### config.mk
export PLATFORM = sky130hd
export DESIGN_NAME = ascon_hash_host_if
export DESIGN_NICKNAME = d
export VERILOG_FILES = /design/src/rtl/ascon_host_pkg.sv /design/src/rtl/ascon_lfsr32.sv /design/src/rtl/ascon_hash_host_if.sv
export SDC_FILE = /design/constraint.sdc
export NUM_CORES = 1
export LEC_CHECK = 0
export BUFFER_PORTS_ARGS = -buffer_cell sky130_fd_sc_hd__buf_4
export CAP_MARGIN = 25
export CORE_ASPECT_RATIO = 1.1
export CORE_MARGIN = 3
export CORE_UTILIZATION = 34
export CTS_BUF_LIST = sky130_fd_sc_hd__clkbuf_2
export CTS_CLUSTER_DIAMETER = 150
export DETAILED_ROUTE_END_ITERATION = 8
export PLACE_DENSITY = 0.59
export SLEW_MARGIN = 15
export SYNTH_ARGS = -nofsm -noshare
export SYNTH_HDL_FRONTEND = slang
export SYNTH_SLANG_ARGS = --single-unit
export TNS_END_PERCENT = 1
### constraint.sdc
create_clock -name clk -period 6.85 [get_ports clk]
set_input_delay 0.3425 -clock clk [delete_from_list [all_inputs] [get_ports clk]]
set_output_delay 0.3425 -clock clk [all_outputs]
set_load 0.1 [all_outputs]
### src/rtl/ascon_host_pkg.sv
// Shared types and constants for the host-side Ascon hash serial driver.
package ascon_host_pkg;

    typedef enum logic [2:0] {
        IDLE,
        LOAD,
        START,
        WAIT,
        DELAY,
        READ,
        DONE
    } state_e;

    // Galois mask for x^32 + x^22 + x^2 + x + 1 in right-shift form.
    localparam logic [31:0] LFSR_TAPS    = 32'h8020_0003;
    localparam logic [31:0] DEFAULT_SEED = 32'hACE1_2024;

    function automatic int unsigned max3(input int unsigned a, input int unsigned b,
                                         input int unsigned c);
        int unsigned m;
        m = (a > b) ? a : b;
        return (m > c) ? m : c;
    endfunction

    function automatic logic [15:0] sat_inc16(input logic [15:0] v);
        return (v == 16'hFFFF) ? v : v + 16'd1;
    endfunction

endpackage

### src/rtl/ascon_lfsr32.sv
// 32-bit Galois LFSR supplying per-cycle randomness; advances only when enabled.
module ascon_lfsr32
    import ascon_host_pkg::*;
#(
    parameter logic [31:0] SEED = DEFAULT_SEED
) (
    input  logic        clk,
    input  logic        rst,
    input  logic        en_i,
    output logic [31:0] state_o
);

    logic [31:0] state_q;
    logic [31:0] state_d;

    always_comb begin
        state_d = state_q;
        if (en_i) begin
            state_d = {1'b0, state_q[31:1]} ^ (state_q[0] ? LFSR_TAPS : 32'h0);
        end
    end

    // NOTE: sequential state uses non-blocking assignments so every register samples pre-edge values.
    always_ff @(posedge clk or negedge rst) begin
        if (!rst) begin
            state_q <= SEED;
        end else begin
            state_q <= state_d;
        end
    end

    assign state_o = state_q;

endmodule

### src/rtl/ascon_hash_host_if.sv
// Host driver for the serial Ascon hash core: loads message and randomness, starts the
// core, waits for ready, deserializes the hash and reports the measured latency.
module ascon_hash_host_if
    import ascon_host_pkg::*;
#(
    parameter int unsigned Y            = 40,
    parameter int unsigned H            = 256,
    parameter int unsigned L            = 256,
    parameter int unsigned START_CYCLES = 5,
    parameter int unsigned READ_DELAY   = 4,
    parameter logic [31:0] LFSR_SEED    = DEFAULT_SEED
) (
    input  logic          clk,
    input  logic          rst,
    input  logic          cmd_valid_i,
    output logic          cmd_ready_o,
    input  logic [Y-1:0]  msg_i,
    output logic [2:0]    message_o,
    output logic [6:0]    r_64_o,
    output logic          r_fault_o,
    output logic          start_o,
    input  logic          ready_i,
    input  logic          hash_i,
    output logic [L-1:0]  hash_o,
    output logic [15:0]   latency_o,
    output logic          done_o,
    output logic          busy_o
);

    localparam int unsigned MAX = max3(H, Y, L);
    localparam int unsigned CW  = $clog2(max3(MAX, START_CYCLES, READ_DELAY) + 1);

    state_e          state_q, state_d;
    logic [CW-1:0]   cnt_q, cnt_d;
    logic [Y-1:0]    msg_q, msg_d;
    logic [15:0]     lat_cnt_q, lat_cnt_d;
    logic [15:0]     latency_q, latency_d;
    logic [L-1:0]    hash_buf_q, hash_buf_d;
    logic [L-1:0]    hash_q, hash_d;
    logic            lfsr_en;
    logic [31:0]     lfsr_state;
    logic [21:0]     unused_lfsr_hi;

    ascon_lfsr32 #(
        .SEED(LFSR_SEED)
    ) u_lfsr (
        .clk    (clk),
        .rst    (rst),
        .en_i   (lfsr_en),
        .state_o(lfsr_state)
    );

    assign unused_lfsr_hi = lfsr_state[31:10];

    // NOTE: every always_comb output gets a default first, so no path can infer a latch.
    always_comb begin
        state_d    = state_q;
        cnt_d      = cnt_q;
        msg_d      = msg_q;
        lat_cnt_d  = lat_cnt_q;
        latency_d  = latency_q;
        hash_buf_d = hash_buf_q;
        hash_d     = hash_q;
        lfsr_en    = 1'b0;

        unique case (state_q)
            IDLE: begin
                if (cmd_valid_i) begin
                    msg_d     = msg_i;
                    cnt_d     = '0;
                    lat_cnt_d = '0;
                    state_d   = LOAD;
                end
            end
            LOAD: begin
                // Message leaves MSB first; zeros fill in once it is exhausted.
                lfsr_en = 1'b1;
                msg_d   = msg_q << 1;
                if (cnt_q == CW'(MAX - 1)) begin
                    cnt_d     = '0;
                    lat_cnt_d = 16'd1;
                    state_d   = START;
                end else begin
                    cnt_d = cnt_q + 1'b1;
                end
            end
            START: begin
                lat_cnt_d = sat_inc16(lat_cnt_q);
                if (cnt_q == CW'(START_CYCLES - 1)) begin
                    cnt_d   = '0;
                    state_d = WAIT;
                end else begin
                    cnt_d = cnt_q + 1'b1;
                end
            end
            WAIT: begin
                lat_cnt_d = sat_inc16(lat_cnt_q);
                if (ready_i) begin
                    latency_d = lat_cnt_q;
                    cnt_d     = '0;
                    state_d   = (READ_DELAY == 0) ? READ : DELAY;
                end
            end
            DELAY: begin
                if (cnt_q == CW'(READ_DELAY - 1)) begin
                    cnt_d   = '0;
                    state_d = READ;
                end else begin
                    cnt_d = cnt_q + 1'b1;
                end
            end
            READ: begin
                // Shift in from the top so the first sample lands in bit 0 after L cycles;
                // hash_o only changes once the whole word is in.
                hash_buf_d = {hash_i, hash_buf_q[L-1:1]};
                if (cnt_q == CW'(L - 1)) begin
                    hash_d  = hash_buf_d;
                    cnt_d   = '0;
                    state_d = DONE;
                end else begin
                    cnt_d = cnt_q + 1'b1;
                end
            end
            DONE: begin
                state_d = IDLE;
            end
            default: begin
                state_d = IDLE;
            end
        endcase
    end

    always_ff @(posedge clk or negedge rst) begin
        if (!rst) begin
            state_q    <= IDLE;
            cnt_q      <= '0;
            msg_q      <= '0;
            lat_cnt_q  <= '0;
            latency_q  <= '0;
            hash_buf_q <= '0;
            hash_q     <= '0;
        end else begin
            state_q    <= state_d;
            cnt_q      <= cnt_d;
            msg_q      <= msg_d;
            lat_cnt_q  <= lat_cnt_d;
            latency_q  <= latency_d;
            hash_buf_q <= hash_buf_d;
            hash_q     <= hash_d;
        end
    end

    // Moore outputs decoded from registered state, so reset clears them without a clock.
    always_comb begin
        cmd_ready_o = (state_q == IDLE);
        busy_o      = (state_q != IDLE);
        start_o     = (state_q == START);
        done_o      = (state_q == DONE);
        message_o   = '0;
        r_64_o      = '0;
        r_fault_o   = 1'b0;
        if (state_q == LOAD) begin
            message_o[0]                              = msg_q[Y-1];
            {r_fault_o, r_64_o, message_o[2:1]}       = lfsr_state[9:0];
        end
    end

    assign hash_o    = hash_q;
    assign latency_o = latency_q;

endmodule

After elaboration in Yosys (flattened, before gate mapping)
Cells that the tools add are included.
{"block": "classes", "addsub": 2, "eq_ne": 17, "muxes": 24, "bitwise": 1, "n_reduce_logical": 13}
{"cell": "$pmux 40 s2", "n": 1}
{"cell": "$mux 16", "n": 3}
{"cell": "$pmux 16 s3", "n": 1}
{"cell": "$mux 9", "n": 5}
{"cell": "$pmux 9 s5", "n": 1}
{"cell": "$mux 40", "n": 1}
{"cell": "$mux 32", "n": 1}
{"cell": "$xor 31x32->32", "n": 1}
{"cell": "$mux 3", "n": 7}
{"cell": "$pmux 3 s6", "n": 1}
{"cell": "$add 16x1->16 const B", "n": 1}
{"cell": "$eq 16x16->1 const B", "n": 1}
{"cell": "$ne 2x2->1 const B", "n": 6}
{"cell": "$add 9x1->9 const B", "n": 1}
{"cell": "$eq 3x3->1 const B", "n": 3}
{"cell": "$eq 9x2->1 const B", "n": 1}
{"cell": "$eq 9x3->1 const B", "n": 1}
{"cell": "$eq 9x8->1 const B", "n": 1}
{"cell": "$mux 7", "n": 1}
{"cell": "$eq 3x2->1 const B", "n": 2}
{"cell": "$reduce_and 2->1", "n": 3}
{"cell": "$reduce_and 6->1", "n": 1}
{"cell": "$reduce_bool 3->1", "n": 2}
{"cell": "$reduce_bool 5->1", "n": 1}
{"cell": "8 further kinds", "n": 10}
{"block": "word_totals", "regBits": 628, "input_bits": 45, "out_inout_bits": 287, "wordCells": 65}

Logic depth before layout (Yosys ltp)
{"block": "logic_depth", "depth_word": 4, "mapped_depth": 12, "depth_no_buf": 11}

By module
Synthesis repeated with hierarchy kept, for this count alone.
{"block": "unflattened", "cells_unflattened": 2136, "area_unflattened_um2": 24554.8}
{"mod": "ascon_hash_host_if", "n_inst": 1, "cells_each": 2063, "area_each_um2": 23209.8, "seq_area_each_um2": 14889.3}
{"mod": "ascon_lfsr32", "n_inst": 1, "cells_each": 73, "area_each_um2": 1345.0, "seq_area_each_um2": 814.5}

Worst setup path after synthesis
Ideal clock, no wire load.
{"block": "synth_path", "kind": "reg-to-reg", "startpoint": "reg state_q[2]", "endpoint": "reg cnt_q[3]", "setup_time_ns": 0.121, "arrival_ns": 5.068, "required_ns": 6.729, "slack_ns": 1.661, "path_stages_with_launch": 7, "period_less_slack_ns": 5.189, "cell_sequence": "dfrtp_1 buf_2 nor3_1 inv_1 o21ai_1 o21ai_0 a22o_1"}
{"block": "synth_between", "word_cells_on_any_way": 12, "classes_between": "7 x eq/ne; 1 x mux; 4 x reduce/logical"}
{"item": "start: declaration", "line_no": "ascon_hash_host_if.sv:33", "source": "state_e state_q, state_d;"}
{"item": "start signal: assignment", "line_no": "ascon_hash_host_if.sv:143", "source": "state_q <= state_d;"}
{"item": "$logic_not 3->1 *"}
{"item": "via cmd_ready_o", "line_no": "ascon_hash_host_if.sv:16", "source": "output logic cmd_ready_o,"}
{"item": "$reduce_bool 5->1 (no source line) / $ne 2x2->1 (equally long branches)"}
{"item": "$reduce_and 3->1 (no source line)"}
{"item": "end signal: assignment", "line_no": "ascon_hash_host_if.sv:144", "source": "cnt_q <= cnt_d;"}
{"item": "end: declaration", "line_no": "ascon_hash_host_if.sv:34", "source": "logic [CW-1:0] cnt_q, cnt_d;"}
The timed path passes the listed nets; every way through them passes the cells marked *.
A chain may end at the register's enable or synchronous reset.

Worst setup path in the final report
{"block": "layout_path", "startpoint": "reg cnt_q[0]", "endpoint": "reg hash_q[108], in the netlist hash_o[108]"}
{"block": "layout_between", "elab_chain_len": 2}
{"item": "$eq 9x8->1", "line_no": "ascon_hash_host_if.sv:116", "source": "if (cnt_q == CW'(L - 1)) begin"}
{"item": "$reduce_and 2->1 (no source line)"}
{"item": "end signal: assignment", "line_no": "ascon_hash_host_if.sv:149", "source": "hash_q <= hash_d;"}
{"item": "end: declaration", "line_no": "ascon_hash_host_if.sv:39", "source": "logic [L-1:0] hash_q, hash_d;"}
No other way between the ends.

==> results.cfg <==
[synth]
synth_edf_count = 0
synthDominantCellAreaShare_pct = 64.1
synth_top_cells_by_area = dfrtp_1, mux2_2, nand2_1
synth-main-ff-cell = dfrtp_1
yosysTopAreaCell = dfrtp_1
async_flop_share_pct = 100
synth.avg_cell_area_um2 = 14.8
ys_seq_area_share_pct = 65.3
yosysWarnings = 0
syn_inst = 1623
synth_seq_cells = 627
syn-num-nets = 1673
synth_commonest_cells = dfrtp_1, mux2_2, nand2_1
synth_area_mm2 = 0.0240
synth_cell_type_count = 47
synth_most_common_cell = dfrtp_1

[sta]
maxSlewViolCount = 0
grt_setup_unrepaired = no
fin_setup_tns_ps = 0
finClkSkew_ps = 92.0
tightest_slew_ps = 1080
fin_crit_ps = 4040
setup_violations = 0
relSlewSlack_pct = 28.0
hold_violations = 0
finalCritPeriodShare_pct = 59.0
fmax_ghz = 0.248

[cts]
clkSinkCount = 627
ctsResizeCount = 0
post_cts_buffers = 0
clkTransAtPathRegs_ps = 100
clk_path_buf_depth = 3
root_buffer = clkbuf_2
cts_max_level = 4
cts_inserted_buffers = 164
cts_tree = built
clock_latency_ps = 1280

[layout]
area_delta_synth_final_pct = 26.1
final_nets = 2226
final_area_mm2 = 0.0303
layout-drive-gt1-share_pct = 50.3
nFillCells = 6454

[global_route]
grt_max_degree = 181
grt_pass1_vias = 16500
met3_usage_pct = 6.79
grt_first_pass_wirelength_um = 91400
grtUsageMet2_pct = 25.2
grt-ovfl-total = 0
globalRouteTotalUtil_pct = 15.5
busiest_layer = met2
antenna_found_initial = 2
grt.met1_usage_pct = 18.0

[critical_path]
slowest_delay_ps = 930
path_class = register to register
cp.arrival_ps = 5150
path_cells = ha_1 > and3_1 > and3_1 > nand3_1 > inv_1 > ha_1 > nand2_4 > buf_12 > buf_16 > buf_4 > mux2_2
required_ps = 7960
crit_path_end_kind = register
slowest_stage = buf_4
crit_start = cnt_q[0]$_DFFE_PN0P_
critPathLaunchType = register
cp_max_fo = 117
r2r-start = cnt_q[0]$_DFFE_PN0P_

[job]
cap_violations = 0

[pwr]
seq_power_share_pct = 55.3
p_int_w = 0.00514
power_density_mw_per_mm2 = 233
peakVddDrop_mv = 0.207
leakage_nw = 16.1
switchingPower_w = 0.00192
p_clk_share_pct = 36.6
switching_share_pct = 27.1
comb_power_share_pct = 8.1

[place]
io_buffers = 331
gp_congestion = 0.783
dpl_cell_area_mm2 = 0.0275
hpwl_um = 33100

[die]
die_width_um = 260
ios = 332
die_y_um = 285
dieArea_mm2 = 0.0739
initial_core_util_pct = 34.6
core_mm2 = 0.0695
rows = 101

[routing]
viasPerCell = 4.72
drtIter0Drc = 789
drt-pass1-iter-count = 4
avgRoutedWirePerCell_um = 17.5
drc_errors = 0
final_antenna_net_count = 0
wl_um = 56200
vias = 15200

[min_path]
hold_path.class = primary input to async pin

[run_status]
status = finished, final reports clean
## path summary, 6_finish.rpt
check	slack (ps)	cells past startpoint	end
max in group asynchronous	5680	4	hash_buf_q[136]$_DFFE_PN0P_
min	280	4	lat_cnt_q[12]$_DFFE_PN0P_
max reg2reg	2810	11	hash_o[108]$_DFFE_PN0P_
max	2810	11	hash_o[108]$_DFFE_PN0P_
min reg2reg	400	2	u_lfsr.state_o[26]$_DFFE_PN1P_
min in group clk	400	2	u_lfsr.state_o[26]$_DFFE_PN1P_
## metrics by stage
| stage | total power (W) | hold WS (ps) | instances | util, % | worst slack (ps) |
|---|---|---|---|---|---|
| global placement | 0.00433 | 415 | 2809 | 39.6 | 2980 |
| global route | 0.00751 | 57.9 | 3218 | 43.6 | 2520 |
| floorplan | 0.00418 | 46.9 | 1623 | - | 1660 |
| detailed placement | 0.00435 | 429 | 2809 | 39.6 | 2890 |
| finish | 0.00706 | 280 | 3219 | 43.6 | 2810 |
| CTS | 0.00718 | 63.7 | 3211 | 43.5 | 2860 |
## power by group through the flow
stage	Combinational (W)	Clock (W)	Sequential (W)
CTS	0.000551	0.00274	0.00389
floorplan	0.000231	0	0.00395
detailed placement	0.000387	0	0.00397
global route	0.000629	0.00296	0.00392
global placement	0.000370	0	0.00396
finish	0.000572	0.00258	0.00390
## worst max-delay path, delay by kind of cell, from the launching register on
family / cells / cell delay [ps]
adder cells (fa/ha/maj): 2 / 500
buffers and inverters: 4 / 1720
flip-flops: 1 / 420
multiplexers: 1 / 420
AND/OR/NAND/NOR: 4 / 620
## area by class of cell
type / instances / area, µm² / share of cell area (%)
Multi-Input combinational cell: 898 / 7940 / 26.2
Inverter: 11 / 41.3 / 0.136
Sequential cell: 627 / 15700 / 51.8
Tap cell: 927 / 1160 / 3.83
Clock buffer: 235 / 1180 / 3.88
Timing Repair Buffer: 474 / 3990 / 13.2
Clock inverter: 41 / 285 / 0.941
Antenna cell: 6 / 15.0 / 0.0495
## metal layers
layer  up-vias  part of all wire (%)
met4         0                   2.6
met5         -                     0
met3       131                   8.6
met1      7719                    40
met2       417                    49
li1       6915                     -
## cells by family (layout without fill, tap and decap cells)
kind of cell / Yosys count / in the layout / synth area share [%]
XOR/XNOR: 3 / 3 / 0.109
multiplexers: 538 / 538 / 25.1
flip-flops: 627 / 627 / 65.3
AND/OR/NAND/NOR: 246 / 246 / 4.53
adder cells (fa/ha/maj): 5 / 5 / 0.260
other: 0 / 6 / 0
buffers and inverters: 98 / 761 / 1.76
AO/OA/AOI/OAI: 106 / 106 / 2.85
## repair_timing
action | CTS | global route
hold buffers | 126 | 0
endpoints found under the hold margin | 702 | 0
setup endpoints to repair | 0 | 0
## sequential cells by signal (all words and copies together) (netlist names)
register,cells
u_lfsr.state_o,32
state_q,3
msg_q,40
hash_buf_q,255
lat_cnt_q,16
hash_o,256
latency_o,16
cnt_q,9
## layout by cell type (no fill, tap or decap), types with 6 or more instances in the layout
cell type and instances:
a21o_1 10, a21oi_1 9, a22o_1 6, and2_1 12, and3_1 6, buf_4 340
clkbuf_2 235, clkinv_1 22, clkinv_2 6, dfrtp_1 616, dfstp_2 11, diode_2 6
dlygate4sd3_1 125, inv_1 11, mux2_2 527, mux2i_1 11, nand2_1 101, nand3_1 12
nor2_1 75, nor3_1 7, o21ai_0 24, o22ai_1 33
Power figures use the tool's default switching activity.
